<file path="src/rtl/pipeline_pkg.sv">
// Shared types and helpers for the ID-stage hazard unit: forwarding encodings,
// memory-wait FSM states and the scoreboard entry layout.
package pipeline_pkg;

    localparam int unsigned REG_AW     = 5;
    // Scoreboard addresses are stored zero-extended so one entry type serves any REG_AW up to this.
    localparam int unsigned REG_AW_MAX = 8;

    typedef enum logic [1:0] {
        FWD_REG      = 2'd0,
        FWD_EX_ALU   = 2'd1,
        FWD_MEM_ALU  = 2'd2,
        FWD_MEM_LOAD = 2'd3
    } fwd_sel_e;

    typedef enum logic {
        ST_RUN      = 1'b0,
        ST_MEM_WAIT = 1'b1
    } hz_state_e;

    typedef struct packed {
        logic                  valid;
        logic [REG_AW_MAX-1:0] addr;
        logic                  is_load;
        logic                  is_mem;
    } sb_entry_t;

    function automatic logic sb_match(
        input sb_entry_t             e,
        input logic [REG_AW_MAX-1:0] src,
        input logic                  use_src
    );
        return e.valid && (e.addr == src) && (e.addr != '0) && use_src;
    endfunction

    function automatic fwd_sel_e pick_fwd(
        input logic      m_ex,
        input logic      m_mem,
        input sb_entry_t ex,
        input sb_entry_t mem
    );
        if (m_ex && !ex.is_load) begin
            return FWD_EX_ALU;
        end
        if (m_mem) begin
            return mem.is_load ? FWD_MEM_LOAD : FWD_MEM_ALU;
        end
        return FWD_REG;
    endfunction

endpackage

</file>
<file path="src/rtl/pipeline_hazard_unit_if.sv">
// ID-stage hazard interface: the pipeline (master) presents the decoded
// instruction and memory status, the hazard unit (slave) returns control.
interface pipeline_hazard_unit_if #(
    parameter int unsigned REG_AW = pipeline_pkg::REG_AW,
    parameter int unsigned CNT_W  = 16
);

    logic              id_valid;
    logic [REG_AW-1:0] id_rs;
    logic [REG_AW-1:0] id_rt;
    logic              id_use_rs;
    logic              id_use_rt;
    logic              id_wr_en;
    logic [REG_AW-1:0] id_wr_addr;
    logic              id_is_load;
    logic              id_is_mem;
    logic              id_is_branch;
    logic              id_branch_taken;
    logic              mio_ready;

    logic              stall_if;
    logic              bubble_ex;
    logic              flush_if;
    logic              freeze;
    logic [1:0]        fwd_rs_sel;
    logic [1:0]        fwd_rt_sel;
    logic              mem_timeout;
    logic [CNT_W-1:0]  stall_count;

    modport master (
        output id_valid, id_rs, id_rt, id_use_rs, id_use_rt, id_wr_en, id_wr_addr,
               id_is_load, id_is_mem, id_is_branch, id_branch_taken, mio_ready,
        input  stall_if, bubble_ex, flush_if, freeze, fwd_rs_sel, fwd_rt_sel,
               mem_timeout, stall_count
    );

    modport slave (
        input  id_valid, id_rs, id_rt, id_use_rs, id_use_rt, id_wr_en, id_wr_addr,
               id_is_load, id_is_mem, id_is_branch, id_branch_taken, mio_ready,
        output stall_if, bubble_ex, flush_if, freeze, fwd_rs_sel, fwd_rt_sel,
               mem_timeout, stall_count
    );

endinterface

</file>
<file path="src/rtl/pipeline_hazard_unit_scoreboard.sv">
// DEPTH-entry shift register of in-flight register writes (0=EX, 1=MEM, 2..=WB+)
// with per-entry source-match flags for rs and rt.
module hazard_scoreboard
    import pipeline_pkg::*;
#(
    parameter int unsigned REG_AW = 5,
    parameter int unsigned DEPTH  = 3
) (
    input  logic                  clk,
    input  logic                  rst,
    input  logic                  hold_i,
    input  logic                  ins_valid_i,
    input  logic [REG_AW-1:0]     ins_addr_i,
    input  logic                  ins_is_load_i,
    input  logic                  ins_is_mem_i,
    input  logic [REG_AW-1:0]     rs_i,
    input  logic [REG_AW-1:0]     rt_i,
    input  logic                  use_rs_i,
    input  logic                  use_rt_i,
    output sb_entry_t [DEPTH-1:0] entry_o,
    output logic [DEPTH-1:0]      match_rs_o,
    output logic [DEPTH-1:0]      match_rt_o
);

    sb_entry_t [DEPTH-1:0] entry_q, entry_d;
    logic [REG_AW_MAX-1:0] rs_ext, rt_ext;

    assign rs_ext = REG_AW_MAX'(rs_i);
    assign rt_ext = REG_AW_MAX'(rt_i);

    always_comb begin
        entry_d = entry_q;
        if (!hold_i) begin
            entry_d[0] = '{
                valid:   ins_valid_i,
                addr:    ins_valid_i ? REG_AW_MAX'(ins_addr_i) : '0,
                is_load: ins_valid_i & ins_is_load_i,
                is_mem:  ins_valid_i & ins_is_mem_i
            };
            for (int unsigned i = 1; i < DEPTH; i++) begin
                entry_d[i] = entry_q[i-1];
            end
        end
    end

    always_ff @(posedge clk) begin
        if (rst) begin
            entry_q <= '0;
        end else begin
            entry_q <= entry_d;
        end
    end

    always_comb begin
        match_rs_o = '0;
        match_rt_o = '0;
        for (int unsigned i = 0; i < DEPTH; i++) begin
            match_rs_o[i] = sb_match(entry_q[i], rs_ext, use_rs_i);
            match_rt_o[i] = sb_match(entry_q[i], rt_ext, use_rt_i);
        end
    end

    assign entry_o = entry_q;

endmodule

</file>
<file path="src/rtl/pipeline_hazard_unit.sv">
// ID-stage hazard unit: forwarding selects, load-use/branch stalls, branch
// flushes, memory-wait freeze with timeout, and a stall performance counter.
module pipeline_hazard_unit
    import pipeline_pkg::*;
#(
    parameter int unsigned REG_AW       = pipeline_pkg::REG_AW,
    parameter int unsigned DEPTH        = 3,
    parameter int unsigned FWD_EN       = 1,
    parameter int unsigned WAIT_TIMEOUT = 255,
    parameter int unsigned CNT_W        = 16
) (
    input logic                   clk,
    input logic                   rst,
    pipeline_hazard_unit_if.slave hz
);

    localparam int unsigned WCW = $clog2(WAIT_TIMEOUT + 1);

    sb_entry_t [DEPTH-1:0] sb;
    logic [DEPTH-1:0]      m_rs, m_rt;
    logic                  hazard, freeze_w, stall_w, stall_if_w, ins_valid;
    fwd_sel_e              fwd_rs, fwd_rt;

    hz_state_e             state_q, state_d;
    logic [WCW-1:0]        wait_cnt_q, wait_cnt_d;
    logic                  mem_timeout_q, mem_timeout_d;
    logic [CNT_W-1:0]      stall_cnt_q, stall_cnt_d;
    logic                  unused_sb;

    hazard_scoreboard #(
        .REG_AW (REG_AW),
        .DEPTH  (DEPTH)
    ) u_sb (
        .clk           (clk),
        .rst           (rst),
        .hold_i        (freeze_w),
        .ins_valid_i   (ins_valid),
        .ins_addr_i    (hz.id_wr_addr),
        .ins_is_load_i (hz.id_is_load),
        .ins_is_mem_i  (hz.id_is_mem),
        .rs_i          (hz.id_rs),
        .rt_i          (hz.id_rt),
        .use_rs_i      (hz.id_use_rs),
        .use_rt_i      (hz.id_use_rt),
        .entry_o       (sb),
        .match_rs_o    (m_rs),
        .match_rt_o    (m_rt)
    );

    // Older entries only matter in stall-only mode; this sink keeps them visibly consumed.
    assign unused_sb = ^{sb, m_rs, m_rt};

    assign freeze_w = sb[1].valid & sb[1].is_mem & ~hz.mio_ready;

    always_comb begin
        hazard = 1'b0;
        if (FWD_EN != 0) begin
            hazard = (sb[0].is_load && (m_rs[0] || m_rt[0]))
                  || (hz.id_is_branch && (m_rs[0] || m_rt[0]
                                          || (sb[1].is_load && (m_rs[1] || m_rt[1]))));
        end else begin
            hazard = |(m_rs | m_rt);
        end
    end

    // Freeze overrides the stall response; the scoreboard holds instead of bubbling.
    assign stall_w    = hazard & ~freeze_w;
    assign stall_if_w = freeze_w | stall_w;
    assign ins_valid  = hz.id_valid & hz.id_wr_en & ~hazard;

    always_comb begin
        fwd_rs = FWD_REG;
        fwd_rt = FWD_REG;
        if (FWD_EN != 0) begin
            fwd_rs = pick_fwd(m_rs[0], m_rs[1], sb[0], sb[1]);
            fwd_rt = pick_fwd(m_rt[0], m_rt[1], sb[0], sb[1]);
        end
    end

    always_comb begin
        state_d       = state_q;
        wait_cnt_d    = wait_cnt_q;
        mem_timeout_d = mem_timeout_q;
        stall_cnt_d   = stall_cnt_q;
        case (state_q)
            ST_RUN: begin
                wait_cnt_d = '0;
                if (freeze_w) begin
                    state_d = ST_MEM_WAIT;
                end
            end
            ST_MEM_WAIT: begin
                if (!freeze_w) begin
                    state_d    = ST_RUN;
                    wait_cnt_d = '0;
                end else begin
                    if (32'(wait_cnt_q) < WAIT_TIMEOUT) begin
                        wait_cnt_d = wait_cnt_q + WCW'(1);
                    end
                    if (32'(wait_cnt_q) + 32'd1 >= WAIT_TIMEOUT) begin
                        mem_timeout_d = 1'b1;
                    end
                end
            end
            default: begin
                state_d    = ST_RUN;
                wait_cnt_d = '0;
            end
        endcase
        if (stall_if_w && (stall_cnt_q != '1)) begin
            stall_cnt_d = stall_cnt_q + CNT_W'(1);
        end
    end

    always_ff @(posedge clk) begin
        if (rst) begin
            state_q       <= ST_RUN;
            wait_cnt_q    <= '0;
            mem_timeout_q <= 1'b0;
            stall_cnt_q   <= '0;
        end else begin
            state_q       <= state_d;
            wait_cnt_q    <= wait_cnt_d;
            mem_timeout_q <= mem_timeout_d;
            stall_cnt_q   <= stall_cnt_d;
        end
    end

    assign hz.stall_if    = stall_if_w;
    assign hz.bubble_ex   = stall_w;
    assign hz.flush_if    = hz.id_branch_taken & ~hazard & ~freeze_w;
    assign hz.freeze      = freeze_w;
    assign hz.fwd_rs_sel  = fwd_rs;
    assign hz.fwd_rt_sel  = fwd_rt;
    assign hz.mem_timeout = mem_timeout_q;
    assign hz.stall_count = stall_cnt_q;

endmodule

</file>
<file path="src/flat_wrapper.sv">
// flat-port wrapper written by rule: the top's interface ports become plain ports
module pipeline_hazard_unit_flat import pipeline_pkg::*;
#(
    parameter int unsigned REG_AW       = pipeline_pkg::REG_AW,
    parameter int unsigned DEPTH        = 3,
    parameter int unsigned FWD_EN       = 1,
    parameter int unsigned WAIT_TIMEOUT = 255,
    parameter int unsigned CNT_W        = 16
)
  (clk, rst, hz_id_valid, hz_id_rs, hz_id_rt, hz_id_use_rs, hz_id_use_rt, hz_id_wr_en, hz_id_wr_addr, hz_id_is_load, hz_id_is_mem, hz_id_is_branch, hz_id_branch_taken, hz_mio_ready, hz_stall_if, hz_bubble_ex, hz_flush_if, hz_freeze, hz_fwd_rs_sel, hz_fwd_rt_sel, hz_mem_timeout, hz_stall_count);
  pipeline_hazard_unit_if #(.REG_AW(REG_AW), .CNT_W(CNT_W)) hz_i ();
  input logic clk;
  input logic rst;
  input wire logic [$bits(hz_i.id_valid)-1:0] hz_id_valid;
  input wire logic [$bits(hz_i.id_rs)-1:0] hz_id_rs;
  input wire logic [$bits(hz_i.id_rt)-1:0] hz_id_rt;
  input wire logic [$bits(hz_i.id_use_rs)-1:0] hz_id_use_rs;
  input wire logic [$bits(hz_i.id_use_rt)-1:0] hz_id_use_rt;
  input wire logic [$bits(hz_i.id_wr_en)-1:0] hz_id_wr_en;
  input wire logic [$bits(hz_i.id_wr_addr)-1:0] hz_id_wr_addr;
  input wire logic [$bits(hz_i.id_is_load)-1:0] hz_id_is_load;
  input wire logic [$bits(hz_i.id_is_mem)-1:0] hz_id_is_mem;
  input wire logic [$bits(hz_i.id_is_branch)-1:0] hz_id_is_branch;
  input wire logic [$bits(hz_i.id_branch_taken)-1:0] hz_id_branch_taken;
  input wire logic [$bits(hz_i.mio_ready)-1:0] hz_mio_ready;
  output wire logic [$bits(hz_i.stall_if)-1:0] hz_stall_if;
  output wire logic [$bits(hz_i.bubble_ex)-1:0] hz_bubble_ex;
  output wire logic [$bits(hz_i.flush_if)-1:0] hz_flush_if;
  output wire logic [$bits(hz_i.freeze)-1:0] hz_freeze;
  output wire logic [$bits(hz_i.fwd_rs_sel)-1:0] hz_fwd_rs_sel;
  output wire logic [$bits(hz_i.fwd_rt_sel)-1:0] hz_fwd_rt_sel;
  output wire logic [$bits(hz_i.mem_timeout)-1:0] hz_mem_timeout;
  output wire logic [$bits(hz_i.stall_count)-1:0] hz_stall_count;
  assign hz_i.id_valid = hz_id_valid;
  assign hz_i.id_rs = hz_id_rs;
  assign hz_i.id_rt = hz_id_rt;
  assign hz_i.id_use_rs = hz_id_use_rs;
  assign hz_i.id_use_rt = hz_id_use_rt;
  assign hz_i.id_wr_en = hz_id_wr_en;
  assign hz_i.id_wr_addr = hz_id_wr_addr;
  assign hz_i.id_is_load = hz_id_is_load;
  assign hz_i.id_is_mem = hz_id_is_mem;
  assign hz_i.id_is_branch = hz_id_is_branch;
  assign hz_i.id_branch_taken = hz_id_branch_taken;
  assign hz_i.mio_ready = hz_mio_ready;
  assign hz_stall_if = hz_i.stall_if;
  assign hz_bubble_ex = hz_i.bubble_ex;
  assign hz_flush_if = hz_i.flush_if;
  assign hz_freeze = hz_i.freeze;
  assign hz_fwd_rs_sel = hz_i.fwd_rs_sel;
  assign hz_fwd_rt_sel = hz_i.fwd_rt_sel;
  assign hz_mem_timeout = hz_i.mem_timeout;
  assign hz_stall_count = hz_i.stall_count;
  pipeline_hazard_unit #(.REG_AW(REG_AW), .DEPTH(DEPTH), .FWD_EN(FWD_EN), .WAIT_TIMEOUT(WAIT_TIMEOUT), .CNT_W(CNT_W)) u_core (.clk(clk), .rst(rst), .hz(hz_i));
endmodule
</file>
<file path="config.mk">
export PLATFORM = sky130hd
export DESIGN_NAME = pipeline_hazard_unit_flat
export DESIGN_NICKNAME = d
export VERILOG_FILES = /design/src/rtl/pipeline_pkg.sv /design/src/rtl/pipeline_hazard_unit_if.sv /design/src/rtl/pipeline_hazard_unit_scoreboard.sv /design/src/rtl/pipeline_hazard_unit.sv /design/src/flat_wrapper.sv
export SDC_FILE = /design/constraint.sdc
export NUM_CORES = 1
export LEC_CHECK = 0
export ABC_CLOCK_PERIOD_IN_PS = 5200
export CAP_MARGIN = 40
export CORE_ASPECT_RATIO = 1.75
export CORE_MARGIN = 5
export CORE_UTILIZATION = 25
export CTS_BUF_LIST = sky130_fd_sc_hd__clkbuf_16
export DETAILED_ROUTE_END_ITERATION = 7
export PLACE_DENSITY = 0.56
export SYNTH_ARGS = -nofsm -noshare
export SYNTH_HDL_FRONTEND = slang
export SYNTH_SLANG_ARGS = --single-unit
</file>
<file path="constraint.sdc">
create_clock -name clk -period 5.2 [get_ports clk]
set_clock_uncertainty 0.1 [all_clocks]
set_input_delay 1.04 -clock clk [delete_from_list [all_inputs] [get_ports clk]]
set_output_delay 1.04 -clock clk [all_outputs]
set_load 0.005 [all_outputs]
</file>
==> results of run 1 <==
==> area by class of cell <==
cell class / count / share of cell area (%)
Inverter: 6 / 0.756
Clock inverter: 3 / 0.840
Timing Repair Buffer: 53 / 17.5
Tap cell: 117 / 4.91
Multi-Input combinational cell: 198 / 43.5
Sequential cell: 42 / 28.2
Clock buffer: 5 / 4.20
==> cells by family after synthesis <==
family          Yosys count  share of synthesized area, %
mux                       8                          4.05
flops                    42                          37.8
xor+xnor                 26                          10.2
buf+inv                  17                          3.88
simple gates            113                          28.8
fa+ha+maj                 3                          1.69
compound gates           48                          13.6
==> cells in the mapped netlist (2+ instances only) <==
master    instances
mux2_1            4
nand4_1           5
nor3b_1           2
xor2_1           21
and4_1            2
nand3_1          13
nor4_1            4
a22o_1            7
o21ai_0           8
nor3_1            5
ha_1              3
a21o_1            3
dfxtp_1          42
a21oi_1          20
nor2b_1           8
o31ai_1           3
inv_1             5
and2_1            2
or3_1             3
or4_1             6
nand2_1          24
and3_1            7
xnor2_1           5
mux2_2            4
nor2_1           23
clkbuf_1          7
or2_2             2
==> worst max path at each step <==
stage / slack, ns / endpoint / start / cells past startpoint
2_1_floorplan: 1.61 / hz_flush_if / hz_id_rt[2] / 8
3_3_place_gp: 0.63 / hz_stall_if / hz_id_rt[2] / 8
3_5_place_dp: 0.65 / hz_stall_if / hz_id_rt[2] / 8
4_1_cts: 0.64 / hz_stall_if / hz_id_rt[2] / 8
5_1_grt: 0.58 / hz_stall_if / hz_id_rt[2] / 8
6_report: 0.68 / hz_stall_if / hz_id_rt[2] / 8
==> routing by layer <==
metal  vias up  global-route usage [%]
li1       1013                       -
met1       964                    11.3
met2        37                    20.7
met3        10                    1.67
met4         0                    6.58
met5         -                       0
==> stage by stage <==
stage,setup WS [ns],util (%),power (uW),cells
after detailed placement,0.652,32.6,381,416
after global routing,0.583,34.4,723,424
final,0.677,34.4,687,424
after CTS,0.643,34.4,703,424
after floorplan,1.61,-,353,257
after global placement,0.627,32.6,380,416
==> state kept, by name, indices dropped and copies added (netlist names) <==
register               cells
u_core.hz.mem_timeout      1
u_core.hz.stall_count     16
u_core.state_q             1
u_core.u_sb.entry_o       16
u_core.wait_cnt_q          8
==> worst max-delay path, stage by stage <==
cell and delay [ns]:
clkdlybuf4s50_1 0.45, xor2_1 0.16, nor4_1 0.34, nand3_1 0.16
a211o_1 0.33, and3_1 0.25, inv_2 0.14, clkdlybuf4s50_1 0.51
==> cell usage in the layout, fill, tap and decap left out, types with 2 or more instances in the layout <==
cell type	instances
and4_1	2
a21o_1	3
mux2_1	4
xnor2_1	5
nor3_1	5
o31ai_1	3
nor2_1	23
dfxtp_1	42
nor2b_1	8
ha_1	3
nand3_1	13
nor4_1	4
and3_1	7
o21ai_0	8
nand4_1	5
and2_1	2
mux2_2	4
buf_4	3
a21oi_1	20
clkbuf_16	5
or2_2	2
nand2_1	24
nor3b_1	2
or3_1	3
or4_1	6
clkdlybuf4s50_1	50
a22o_1	7
xor2_1	21
inv_1	5
==> report_power, final <==
group | internal, uW | total, uW | switching [uW]
Sequential | 325 | 328 | 3.66
Combinational | 26.8 | 44.3 | 17.5
Clock | 180 | 315 | 134
Total | 532 | 687 | 156
==> flow_metrics.py, run 1 <==
metrics = {
    "floorplanning": {
        "start_util_pct": 25.7,
        "dieWidth_um": 81.3,
        "rows": 45,
        "die_area_sq_um": 11000,
        "num_io_pins": 51,
        "chipHeight_um": 135,
        "coreArea_sq_um": 8670,
    },
    "global_routing": {
        "grt_overflow": 0,
        "grt_usage_pct": 11.2,
        "grt_pass1_wl_um": 9670,
        "grt_pass1_vias": 2097,
        "grt_antenna_before_repair": 0,
        "grt_max_degree": 23,
    },
    "worst_setup_path": {
        "cp.arrival_ns": 3.38,
        "cp-start-kind": "input pin",
        "reg2reg_from": "u_core.u_sb.entry_o[4]$_SDFFE_PP0N_",
        "worstSetupPathType": "input pin to output port",
        "crit_fanout": 4,
        "r2r_slack_ns": 2.45,
        "worst_setup_path_end_kind": "output port",
        "required_ns": 4.06,
        "reg2reg_to": "u_core.hz.stall_count[3]$_SDFFE_PP0P_",
        "reg2reg_depth": 8,
    },
    "route": {
        "topRoutingLayerUsed": "met4",
        "postRouteAntennaNets": 0,
        "num_vias": 2024,
        "drc": 0,
        "first_iter_violations": 103,
        "wl_per_cell_um": 13.5,
        "vias_per_cell": 4.77,
        "finalWirelength_um": 5720,
        "wl_met1_um": 2160,
        "met2_length_um": 3190,
        "dr_wl_met3_um": 202,
        "drt_first_pass_iters": 4,
    },
    "clocking": {
        "cts_inserted_buffers": 5,
        "clock_path_buffers": 2,
        "cts-resized-gates": 0,
        "cts_hold_buf": 0,
        "htreeDepth": 2,
        "cts_tree": "yes",
        "clock_latency_ns": 0.29,
        "clockRootBuffer": "clkbuf_16",
        "cts.clk_slew.worst_paths_ns": 0.07,
        "post_cts.repair.setup_buffers": 0,
        "cts_num_sinks": 42,
    },
    "hold_path": {
        "hp-start": "u_core.u_sb.entry_o[12]$_SDFFE_PP0N_",
        "hold_depth": 2,
        "hold_end": "u_core.u_sb.entry_o[12]$_SDFFE_PP0N_",
        "hold_class": "register to register",
    },
    "timing": {
        "fin_crit_ns": 4.52,
        "hold_viol_final": 0,
        "worstMarginPinSlew_ns": 0.708,
        "slew_headroom_pct": 52.6,
        "tns_ns": 0,
        "whs_ns": 0.352,
        "fmax_ghz": 0.221,
        "min_period_over_period_pct": 87.0,
        "grt_setup_unrepaired": "false",
        "slew_violations": 0,
        "setup_viol": 0,
    },
    "synthesis": {
        "async_flop_share_pct": 0,
        "yosysTopAreaCell": "dfxtp_1",
        "yosysUniqueCellTypes": 46,
        "post_synth_main_area_contributors": "dfxtp_1 (38%), xor2_1 (8.3%), a21oi_1 (4.5%), nand2_1 (4.0%), nor2_1 (3.9%)",
        "postSynthCellCount": 257,
        "synth-seq-area-share_pct": 37.8,
        "synth_seq_cells": 42,
        "avgSynthCellArea_sq_um": 8.66,
        "synth_nets": 286,
        "synth_ff_type": "dfxtp_1",
        "synth_edf_count": 0,
        "synth_warnings": 0,
        "synth_area_sq_um": 2220,
        "synthDominantCellAreaShare_pct": 37.8,
    },
    "layout": {
        "fillers": 935,
        "area.growth.synth_to_final_pct": 34.0,
        "design_area_sq_um": 2980,
        "final_layout_size_suffix_gt1_share_pct": 7.49,
        "seqCellArea_sq_um": 841,
        "diodes": 0,
        "nNetsFinal": 335,
        "multiInputGateArea_sq_um": 1300,
    },
    "pwr": {
        "ir_worst_vdd_v": 0.000130,
        "p_leak_uw": 0.00114,
        "power_density_nw_per_um2": 231,
    },
    "run_status": {
        "status": "complete, no violations",
    },
    "place": {
        "placed_area_sq_um": 2830,
        "numPortBuffers": 50,
        "place_hpwl_um": 4470,
        "globalplace.congestion": 0.801,
    },
    "flow_run": {
        "maxCapViolations": 0,
    },
}
No activity file was read; power rests on OpenSTA's default activity.
==> run 2: changes to the inputs <==
--- a/config.mk
+++ b/config.mk
@@ -13,6 +13,7 @@
 export CTS_BUF_LIST = sky130_fd_sc_hd__clkbuf_16
 export DETAILED_ROUTE_END_ITERATION = 7
 export PLACE_DENSITY = 0.56
+export SLEW_MARGIN = 20
 export SYNTH_ARGS = -nofsm -noshare
 export SYNTH_HDL_FRONTEND = slang
 export SYNTH_SLANG_ARGS = --single-unit
==> results of run 2 <==
Final layout, timing and power as in run 1 (identical DEF).
